### config.mk
export PLATFORM = sky130hd
export DESIGN_NAME = div_seq_ctrl
export DESIGN_NICKNAME = d
export VERILOG_FILES = /design/src/rtl/div_pkg.sv /design/src/rtl/div_req_fifo.sv /design/src/rtl/div_seq_ctrl.sv
export SDC_FILE = /design/constraint.sdc
export NUM_CORES = 1
export LEC_CHECK = 0
export BUFFER_PORTS_ARGS = -buffer_cell sky130_fd_sc_hd__buf_2
export CAP_MARGIN = 0
export CORE_UTILIZATION = 30
export CTS_BUF_LIST = sky130_fd_sc_hd__clkbuf_8
export DETAILED_ROUTE_END_ITERATION = 10
export SYNTH_ARGS = -nofsm -noshare
export SYNTH_HDL_FRONTEND = slang
export SYNTH_HIERARCHICAL = 1
export SYNTH_SLANG_ARGS = --single-unit
### constraint.sdc
create_clock -name Clock -period 4.96 [get_ports Clock]
set_input_delay 0.248 -clock Clock [delete_from_list [all_inputs] [get_ports Clock]]
set_output_delay 0.248 -clock Clock [all_outputs]
set_load 0.03 [all_outputs]
### src/rtl/div_pkg.sv
// Shared types and constants for the divider request sequencer.
// Holds the FSM encoding, the request record and the conditional-negate helper.
package div_pkg;

    localparam int DIV_WIDTH = 16;

    localparam logic [DIV_WIDTH-1:0] DBZ_QUOTIENT = {DIV_WIDTH{1'b1}};

    typedef enum logic [2:0] {
        IDLE  = 3'd0,
        PREP  = 3'd1,
        RUN   = 3'd2,
        FIN   = 3'd3,
        DRAIN = 3'd4,
        ZERO  = 3'd5
    } div_state_t;

    typedef struct packed {
        logic                 is_signed;
        logic [DIV_WIDTH-1:0] dividend;
        logic [DIV_WIDTH-1:0] divisor;
    } div_req_t;

    // Two's-complement negate when requested; the most negative value maps to itself.
    function automatic logic [DIV_WIDTH-1:0] cond_negate(
        input logic [DIV_WIDTH-1:0] value,
        input logic                 negate
    );
        logic [DIV_WIDTH-1:0] result;
        if (negate) begin
            result = ~value + {{(DIV_WIDTH-1){1'b0}}, 1'b1};
        end else begin
            result = value;
        end
        return result;
    endfunction

endpackage

### src/rtl/div_req_fifo.sv
// Small synchronous request FIFO with full/empty flags.
// Pushes on full and pops on empty are ignored.
module div_req_fifo #(
    parameter int DEPTH  = 4,
    parameter int DATA_W = 33
) (
    input  logic              Clock,
    input  logic              Reset_n,
    input  logic              push,
    input  logic [DATA_W-1:0] push_data,
    input  logic              pop,
    output logic [DATA_W-1:0] head,
    output logic              full,
    output logic              empty
);

    localparam int AW = $clog2(DEPTH);

    logic [AW:0]       wr_ptr_r;
    logic [AW:0]       rd_ptr_r;
    logic [DATA_W-1:0] mem_r [DEPTH];
    logic              do_push_s;
    logic              do_pop_s;

    assign full      = (wr_ptr_r[AW] != rd_ptr_r[AW]) && (wr_ptr_r[AW-1:0] == rd_ptr_r[AW-1:0]);
    assign empty     = (wr_ptr_r == rd_ptr_r);
    assign do_push_s = push && !full;
    assign do_pop_s  = pop && !empty;
    assign head      = mem_r[rd_ptr_r[AW-1:0]];

    // Pointer update; the extra MSB distinguishes full from empty.
    always_ff @(posedge Clock or negedge Reset_n) begin
        if (!Reset_n) begin
            wr_ptr_r <= {(AW+1){1'b0}};
            rd_ptr_r <= {(AW+1){1'b0}};
        end else begin
            if (do_push_s) begin
                wr_ptr_r <= wr_ptr_r + {{AW{1'b0}}, 1'b1};
            end
            if (do_pop_s) begin
                rd_ptr_r <= rd_ptr_r + {{AW{1'b0}}, 1'b1};
            end
        end
    end

    // Entry storage.
    always_ff @(posedge Clock or negedge Reset_n) begin
        if (!Reset_n) begin
            for (int i = 0; i < DEPTH; i++) begin
                mem_r[i] <= {DATA_W{1'b0}};
            end
        end else if (do_push_s) begin
            mem_r[wr_ptr_r[AW-1:0]] <= push_data;
        end
    end

endmodule

### src/rtl/div_seq_ctrl.sv
// Request sequencer for the iterative restoring divider: queues requests, feeds
// magnitudes over the level Start/Done handshake and returns sign-corrected results.
module div_seq_ctrl
    import div_pkg::*;
#(
    parameter int DEPTH = 4,
    parameter int WIDTH = DIV_WIDTH
) (
    input  logic             Clock,
    input  logic             Reset_n,
    input  logic             ReqValid,
    output logic             ReqReady,
    input  logic             ReqSigned,
    input  logic [WIDTH-1:0] ReqDividend,
    input  logic [WIDTH-1:0] ReqDivisor,
    output logic             DivStart,
    output logic [WIDTH-1:0] DivDividend,
    output logic [WIDTH-1:0] DivDivisor,
    input  logic [WIDTH-1:0] DivQuotient,
    input  logic [WIDTH-1:0] DivRemainder,
    input  logic             DivDone,
    output logic             RspValid,
    input  logic             RspReady,
    output logic [WIDTH-1:0] RspQuotient,
    output logic [WIDTH-1:0] RspRemainder,
    output logic             RspDivByZero,
    output logic             RspOverflow
);

    localparam logic [WIDTH-1:0] MIN_NEG = {1'b1, {(WIDTH-1){1'b0}}};

    div_state_t       state_r, state_s;
    div_req_t         fifo_in_s, fifo_head_s, req_r;
    logic             fifo_full_s, fifo_empty_s, fifo_push_s, fifo_pop_s;
    logic             load_s, wr_div_s, wr_dbz_s, slot_free_s;
    logic             div_start_r, q_neg_r, r_neg_r, ovf_r;
    logic [WIDTH-1:0] div_dividend_r, div_divisor_r;
    logic             rsp_valid_r, rsp_dbz_r, rsp_ovf_r;
    logic [WIDTH-1:0] rsp_quotient_r, rsp_remainder_r;

    assign fifo_in_s   = '{is_signed: ReqSigned, dividend: ReqDividend, divisor: ReqDivisor};
    assign fifo_push_s = ReqValid && !fifo_full_s;
    assign ReqReady    = !fifo_full_s;
    assign slot_free_s = !rsp_valid_r || RspReady;

    div_req_fifo #(
        .DEPTH  (DEPTH),
        .DATA_W ($bits(div_req_t))
    ) u_fifo (
        .Clock     (Clock),
        .Reset_n   (Reset_n),
        .push      (fifo_push_s),
        .push_data (fifo_in_s),
        .pop       (fifo_pop_s),
        .head      (fifo_head_s),
        .full      (fifo_full_s),
        .empty     (fifo_empty_s)
    );

    // FSM state register.
    always_ff @(posedge Clock or negedge Reset_n) begin
        if (!Reset_n) begin
            state_r <= IDLE;
        end else begin
            state_r <= state_s;
        end
    end

    // Next state and one-cycle control strobes.
    always_comb begin
        state_s    = state_r;
        fifo_pop_s = 1'b0;
        load_s     = 1'b0;
        wr_div_s   = 1'b0;
        wr_dbz_s   = 1'b0;
        case (state_r)
            IDLE: begin
                if (!fifo_empty_s) begin
                    fifo_pop_s = 1'b1;
                    state_s    = PREP;
                end else begin
                    state_s = IDLE;
                end
            end
            PREP: begin
                load_s = 1'b1;
                if (req_r.divisor == {DIV_WIDTH{1'b0}}) begin
                    state_s = ZERO;
                end else begin
                    state_s = RUN;
                end
            end
            RUN: begin
                if (DivDone) begin
                    state_s = FIN;
                end else begin
                    state_s = RUN;
                end
            end
            FIN: begin
                if (slot_free_s) begin
                    wr_div_s = 1'b1;
                    state_s  = DRAIN;
                end else begin
                    state_s = FIN;
                end
            end
            // Done lingers one cycle after Start drops; restarting earlier would see it stale.
            DRAIN: begin
                if (!DivDone) begin
                    state_s = IDLE;
                end else begin
                    state_s = DRAIN;
                end
            end
            ZERO: begin
                if (slot_free_s) begin
                    wr_dbz_s = 1'b1;
                    state_s  = IDLE;
                end else begin
                    state_s = ZERO;
                end
            end
            default: begin
                state_s = IDLE;
            end
        endcase
    end

    // Captured request, operand magnitudes and sign-fix decisions.
    always_ff @(posedge Clock or negedge Reset_n) begin
        if (!Reset_n) begin
            req_r          <= '0;
            div_dividend_r <= {WIDTH{1'b0}};
            div_divisor_r  <= {WIDTH{1'b0}};
            q_neg_r        <= 1'b0;
            r_neg_r        <= 1'b0;
            ovf_r          <= 1'b0;
        end else begin
            if (fifo_pop_s) begin
                req_r <= fifo_head_s;
            end
            if (load_s) begin
                div_dividend_r <= cond_negate(req_r.dividend, req_r.is_signed && req_r.dividend[WIDTH-1]);
                div_divisor_r  <= cond_negate(req_r.divisor, req_r.is_signed && req_r.divisor[WIDTH-1]);
                q_neg_r        <= req_r.is_signed && (req_r.dividend[WIDTH-1] ^ req_r.divisor[WIDTH-1]);
                r_neg_r        <= req_r.is_signed && req_r.dividend[WIDTH-1];
                ovf_r          <= req_r.is_signed && (req_r.dividend == MIN_NEG) &&
                                  (req_r.divisor == {WIDTH{1'b1}});
            end
        end
    end

    // Divider Start level: raised leaving PREP, held through FIN until the result is taken.
    always_ff @(posedge Clock or negedge Reset_n) begin
        if (!Reset_n) begin
            div_start_r <= 1'b0;
        end else if (load_s && (req_r.divisor != {WIDTH{1'b0}})) begin
            div_start_r <= 1'b1;
        end else if (wr_div_s) begin
            div_start_r <= 1'b0;
        end else begin
            div_start_r <= div_start_r;
        end
    end

    // Response slot: a write may coincide with the consume of the previous result.
    always_ff @(posedge Clock or negedge Reset_n) begin
        if (!Reset_n) begin
            rsp_valid_r     <= 1'b0;
            rsp_quotient_r  <= {WIDTH{1'b0}};
            rsp_remainder_r <= {WIDTH{1'b0}};
            rsp_dbz_r       <= 1'b0;
            rsp_ovf_r       <= 1'b0;
        end else if (wr_div_s) begin
            rsp_valid_r     <= 1'b1;
            rsp_quotient_r  <= cond_negate(DivQuotient, q_neg_r);
            rsp_remainder_r <= cond_negate(DivRemainder, r_neg_r);
            rsp_dbz_r       <= 1'b0;
            rsp_ovf_r       <= ovf_r;
        end else if (wr_dbz_s) begin
            rsp_valid_r     <= 1'b1;
            rsp_quotient_r  <= DBZ_QUOTIENT;
            rsp_remainder_r <= req_r.dividend;
            rsp_dbz_r       <= 1'b1;
            rsp_ovf_r       <= 1'b0;
        end else if (rsp_valid_r && RspReady) begin
            rsp_valid_r <= 1'b0;
        end else begin
            rsp_valid_r <= rsp_valid_r;
        end
    end

    assign DivStart     = div_start_r;
    assign DivDividend  = div_dividend_r;
    assign DivDivisor   = div_divisor_r;
    assign RspValid     = rsp_valid_r;
    assign RspQuotient  = rsp_quotient_r;
    assign RspRemainder = rsp_remainder_r;
    assign RspDivByZero = rsp_dbz_r;
    assign RspOverflow  = rsp_ovf_r;

endmodule

; Word level (Yosys, flattened, before mapping)
; Index checks and enable logic that the tools add are counted.
[word_totals]
regBits = 245
out_inout_bits = 69
elab_cells = 105
[classes]
n_addsub = 6
magnitude_cmp = 3
eq_ne = 10
mux = 36
bitwise = 7
reduce_logical = 22
[op_table]
columns = cell, count
row1 = $bwmux 132, 1
row2 = $mux 16, 8
row3 = $mux 33, 3
row4 = $bmux 33 s2, 1
row5 = $demux 33 s2, 1
row6 = $add 16x1->16 const B, 4
row7 = $not 16->16, 4
row8 = $eq 16x16->1 const B, 2
row9 = $pmux 3 s6, 1
row10 = $mux 1, 17
row11 = $logic_not 16->1, 1
row12 = $reduce_bool 16->1, 1
row13 = $logic_and 1x1->1, 12
row14 = $mux 3, 4
row15 = $add 3x1->3 const B, 2
row16 = $eq 3x2->1 const B, 2
row17 = $eq 3x3->1 const B, 2
row18 = $ge 3x3->1 const B, 2
row19 = $not 2->3, 2
row20 = $reduce_bool 2->1, 2
row21 = $eq 3x1->1 const B, 1
row22 = $eq 3x3->1, 1
row23 = $logic_not 1->1, 3
row24 = $logic_not 3->1, 1
row25 = other kinds (6), 6

; Logic depth before layout (Yosys ltp)
[logic_depth]
depth_word = 6
depth_mapped = 10
ltp_nobuf = 7

; Modules after synthesis
; Netlist, hierarchy kept.
[by_module_without_submodules]
columns = module, n_inst, cells_per_inst, area_each_um2, seq_area_each_um2
row1 = div_req_fifo, 1, 363, 6720.2, 3453.3
row2 = div_seq_ctrl, 1, 540, 5367.6, 2677.6

; Worst setup path after synthesis
; Ideal clock, no wire load.
[synth_timing]
kind = register -> register
startpoint = register u_fifo.rd_ptr_r[1]
endpoint = register u_fifo/mem_r[10] (netlist name)
setup_time_ps = 125
arrival_ps = 2241
slack_ps = 2594
path_stages_with_launch = 11
path_buffers = 3
period_less_slack_ps = 2366
cell_sequence = dfrtp_1 clkbuf_8 xnor2_2 nand2_1 nor2_1 nor2b_1 clkdlybuf4s25_2 nand2_1 a31oi_4 buf_6 mux2_4
[synth_via]
elab_chain_cells = 5
[synth_lines]
columns = element, line_no
row1 = start: declaration, div_req_fifo.sv:20  ; logic [AW:0] rd_ptr_r;
row2 = start signal: assignment, div_req_fifo.sv:35  ; rd_ptr_r <= {(AW+1){1'b0}};
row3 = start signal: assignment, div_req_fifo.sv:41  ; rd_ptr_r <= rd_ptr_r + {{AW{1'b0}}, 1'b1};
row4 = $eq 2x2->1, div_req_fifo.sv:25  ; assign full = (wr_ptr_r[AW] != rd_ptr_r[AW]) && (wr_ptr_r[AW-1:0] == rd_ptr_r[AW-1:0]);
row5 = $logic_and 1x1->1, div_req_fifo.sv:25
row6 = net fifo_full_s, div_seq_ctrl.sv:34  ; logic fifo_full_s, fifo_empty_s, fifo_push_s, fifo_pop_s;
row7 = $logic_not 1->1, div_seq_ctrl.sv:42  ; assign fifo_push_s = ReqValid && !fifo_full_s;
row8 = $logic_and 1x1->1, div_seq_ctrl.sv:42
row9 = net fifo_push_s, div_seq_ctrl.sv:34
row10 = $logic_and 1x1->1, div_req_fifo.sv:27  ; assign do_push_s = push && !full;
row11 = end signal: indexed assignment, div_req_fifo.sv:50  ; mem_r[i] <= {DATA_W{1'b0}};
row12 = end signal: indexed assignment, div_req_fifo.sv:53  ; mem_r[wr_ptr_r[AW-1:0]] <= push_data;
row13 = end: declaration, div_req_fifo.sv:21  ; logic [DATA_W-1:0] mem_r [DEPTH];
; The timed path passes the listed nets, and every way through them passes these cells.
; A chain may end at the register's enable or synchronous reset.

; Final worst setup path
[layout_timing]
startpoint = register u_fifo.wr_ptr_r[0]
endpoint = register u_fifo/mem_r[70] (netlist name)
[layout_via]
word_cells_on_any_way = 12
classes_between = order compare: 2 / eq/ne: 1 / mux: 3 / bitwise: 1 / reduce/logical: 5
[layout_rtl]
columns = element, line_no
row1 = start: declaration, div_req_fifo.sv:19  ; logic [AW:0] wr_ptr_r;
row2 = start signal: assignment, div_req_fifo.sv:34  ; wr_ptr_r <= {(AW+1){1'b0}};
row3 = start signal: assignment, div_req_fifo.sv:38  ; wr_ptr_r <= wr_ptr_r + {{AW{1'b0}}, 1'b1};
row4 = $eq 2x2->1, div_req_fifo.sv:25
row5 = $logic_and 1x1->1, div_req_fifo.sv:25
row6 = net fifo_full_s, div_seq_ctrl.sv:34
row7 = $logic_not 1->1, div_seq_ctrl.sv:42
row8 = $logic_and 1x1->1, div_seq_ctrl.sv:42
row9 = net fifo_push_s, div_seq_ctrl.sv:34
row10 = $logic_and 1x1->1, div_req_fifo.sv:27
; The timed path passes the listed nets, and every way through them passes these cells.

==> results.toml <==
[yosys]
mappedNetlistNets = 983
postSynth.topFlopCell = "dfrtp_1"
synth-seq-area-share_pct = 50.72
synth_edf_count = 0
mapped_cells = 903
yosysWarnings = 6
post_synth_instance_area_mm2 = 0.01209
synth.ff_latch_count = 245
synth_async_sr_flop_share_pct = 100.0
post_synth_num_cell_types = 58
synth_area_per_cell_um2 = 13.39

[grt]
busiest_layer = "met2"
grt_use_met1_pct = 19.82
grt.total_usage_pct = 13.86
global_route.overflow_total = 0
global_routing_usage_on_met3_pct = 3.403
first_global_vias = 8089
grt_first_pass_wirelength_um = 45540
pin_count_of_the_biggest_net_entering_global_routing = 133
met2_usage_pct = 20.98
initial_antenna_violation_count = 6

[sta]
report.final.slew_viol_count = 0
finalCriticalPeriod_ns = 3.095
setup_tns_ns = 0
finalCritPeriodShare_pct = 62.40
rsz0062_at_grt = "false"
clock_skew_ns = 0.01605
hold_viol = 0
timing_worst_slew_pin_value_ns = 1.139
fmax_mhz = 323.1
slew_headroom_pct = 24.05
finalSetupViolCount = 0

[clocking]
clock_sinks = 245
clock-root-buffer = "clkbuf_8"
clock_path_buffers = 3
post_cts_buffers = 0
clk-insertion-delay-late_ns = 0.54
cts-hold-fix-buffers = 33
cts_tree = "done"
clock_slew_at_reported_path_ffs_ns = 0.06
post_cts.resized_instances = 0
clock_tree.htree_level_count = 2
cts-buffers-inserted = 43

[detailed_routing]
drt_drc_violations_left = 0
drt-pass1-iter-count = 6
post_drt_via_cell_ratio = 4.730
wl_per_cell_um = 17.05
drt.antenna.violating_nets = 0
total_wire_length_um = 27950
first_iter_violations = 417
route.vias.total = 7753

[final_layout]
final_nets = 1162
number_of_fillers_in_the_final_layout = 3882
post_route_cells_drive_above_1_share_pct = 38.97
finish.instance_area_mm2 = 0.01446
layout-area-overhead-vs-synth_pct = 19.63

[placement]
postPlaceCellArea_mm2 = 0.01328
detailed_place_hpwl_um = 19640
io_buffers = 138
place.gp.congestion = 0.8314

[floorplan]
core_area_mm2 = 0.03973
floorplan.die.width_um = 202.7
fp-row-count = 73
die_area_mm2 = 0.04110
die_height_um = 202.7
initial_utilization_pct = 30.42
boundaryPins = 139

[critical_path]
worstPathRequired_ns = 5.38
crit_path_end_kind = "register"
path_max_fanout = 18
critical-path-slowest-cell = "a31oi_4"
worst_path_largest_cell_delay_ns = 0.75
worst-endpoint-arrival_ns = 3.51
worst-setup-path-type = "register to register"
timing.critical_path.from_type = "register"
critical_path_cell_list = "xor2_1 -> nor2_1 -> nor2b_1 -> nand2_1 -> a31oi_4 -> buf_12 -> mux2_2"

[flow_run]
max_cap_violations = 0

[min_path]
timing.hold.worst.class = "primary input to register"

[outcome]
outcome = "finished clean"

[pwr]
leakage_nw = 6.323
p_per_area_mw_per_mm2 = 735.0
peakVddDrop_mv = 0.2382
[final cells by class]
cell class / instances / area, um^2 / area share [%]
Antenna cell: 3 / 7.507 / 0.05192
Clock buffer: 54 / 743.2 / 5.140
Clock inverter: 20 / 92.59 / 0.6403
Inverter: 13 / 48.80 / 0.3375
Multi-Input combinational cell: 595 / 5610 / 38.80
Sequential cell: 245 / 6132 / 42.41
Tap cell: 525 / 656.9 / 4.543
Timing Repair Buffer: 184 / 1169 / 8.082
[sequential cells by signal, summed over array words and instances (netlist names)]
register         cells
req_r               33
ovf_r                1
u_fifo/wr_ptr_r      3
RspQuotient         16
RspValid             1
RspRemainder        16
RspDivByZero         1
u_fifo/mem_r       132
q_neg_r              1
DivDivisor          16
DivStart             1
RspOverflow          1
DivDividend         16
u_fifo/rd_ptr_r      3
state_r              3
r_neg_r              1
[synth_stat cells, drive strengths merged, types with 2 or more instances]
cell type / instances / area, um^2
nor2: 46 / 172.7
xor2: 36 / 334.1
nand2b: 2 / 12.51
buf: 21 / 185.2
nand4: 5 / 31.28
or3: 6 / 37.54
nor2b: 4 / 25.02
or2: 2 / 12.51
or3b: 2 / 17.52
or4b: 3 / 33.78
nand3: 5 / 25.02
mux2i: 9 / 90.09
dfrtp: 245 / 6131
inv: 13 / 48.80
a31oi: 8 / 110.1
a22oi: 9 / 67.56
and2: 4 / 25.03
mux2: 163 / 2282
and3: 2 / 12.51
o311ai: 2 / 17.52
nor4: 6 / 50.04
nor3: 8 / 45.04
mux4: 33 / 743.2
o31ai: 14 / 105.1
a21oi: 28 / 140.1
nand2: 75 / 281.5
or4: 5 / 48.79
ha: 10 / 125.1
xnor2: 26 / 254.0
o21ai: 63 / 315.3
clkbuf: 28 / 115.1
nand3b: 2 / 15.01
o41ai: 8 / 77.58
[power breakdown]
group	switching (mW)	internal [mW]	total [mW]	leakage [nW]
Clock	0.807	0.977	1.78	0.478
Sequential	0.791	3.03	3.82	2.93
Combinational	2.51	2.52	5.02	2.91
Total	4.10	6.52	10.6	6.32
[cell usage in the layout, fill, tap and decap left out, drive strengths merged, types with 26 or more instances in the layout]
master and count:
dfrtp 245, mux2 163, buf 150, nand2 75, o21ai 63, clkbuf 54
nor2 46, xor2 36, dlygate4sd3 34, mux4 33, a21oi 28, inv 27
xnor2 26
[metal layers]
| layer | vias to the layer above | part of all wire (%) |
|---|---|---|
| met4 | 6 | 1.6 |
| met5 | - | 0.093 |
| met3 | 45 | 5.1 |
| li1 | 3615 | - |
| met2 | 188 | 45 |
| met1 | 3899 | 49 |
[logic make-up after synthesis]
group / synth area share [%]
multiplexers: 25.77
adder cells (fa/ha/maj): 1.035
AND/OR/NAND/NOR: 7.297
AO/OA/AOI/OAI: 7.339
flip-flops: 50.72
buffers and inverters: 2.971
XOR/XNOR: 4.865
[stage by stage]
stage          hold slack [ns]  std cells  util (%)  setup slack, ns  power [mW]
2_1_floorplan         -0.04759        903         -            2.594       7.626
3_3_place_gp            0.4512       1528     33.42            1.977       8.742
3_5_place_dp            0.4629       1528     33.42            1.885       8.865
4_1_cts              0.0001404       1635     36.35            1.858       10.74
5_1_grt              0.0002108       1638     36.39            1.673       11.35
6_report               0.01767       1639     36.39            1.865       10.63
[path summary, 6_finish.rpt]
path	endpoint	slack [ns]	start	cells past startpoint
hold reg to reg	DivDivisor[3]	0.48	DivDivisor[3]	2
min in group asynchronous	RspQuotient[15]	0.39	Reset_n	2
hold / removal	u_fifo/mem_r[122]	0.02	ReqDividend[7]	2
setup reg to reg	u_fifo/mem_r[70]	1.86	u_fifo/wr_ptr_r[0]	7
setup / recovery	u_fifo/mem_r[70]	1.86	u_fifo/wr_ptr_r[0]	7
max in group asynchronous	u_fifo/rd_ptr_r[0]	3.34	Reset_n	3
[critical path, delay by kind of cell, from the launching register on]
family / cells / cell delay, ns
simple gates: 3 / 0.71
flops: 1 / 0.52
buf+inv: 1 / 0.28
compound gates: 1 / 0.75
mux: 1 / 0.35
xor+xnor: 1 / 0.35
Power figures use the tool's default switching activity.
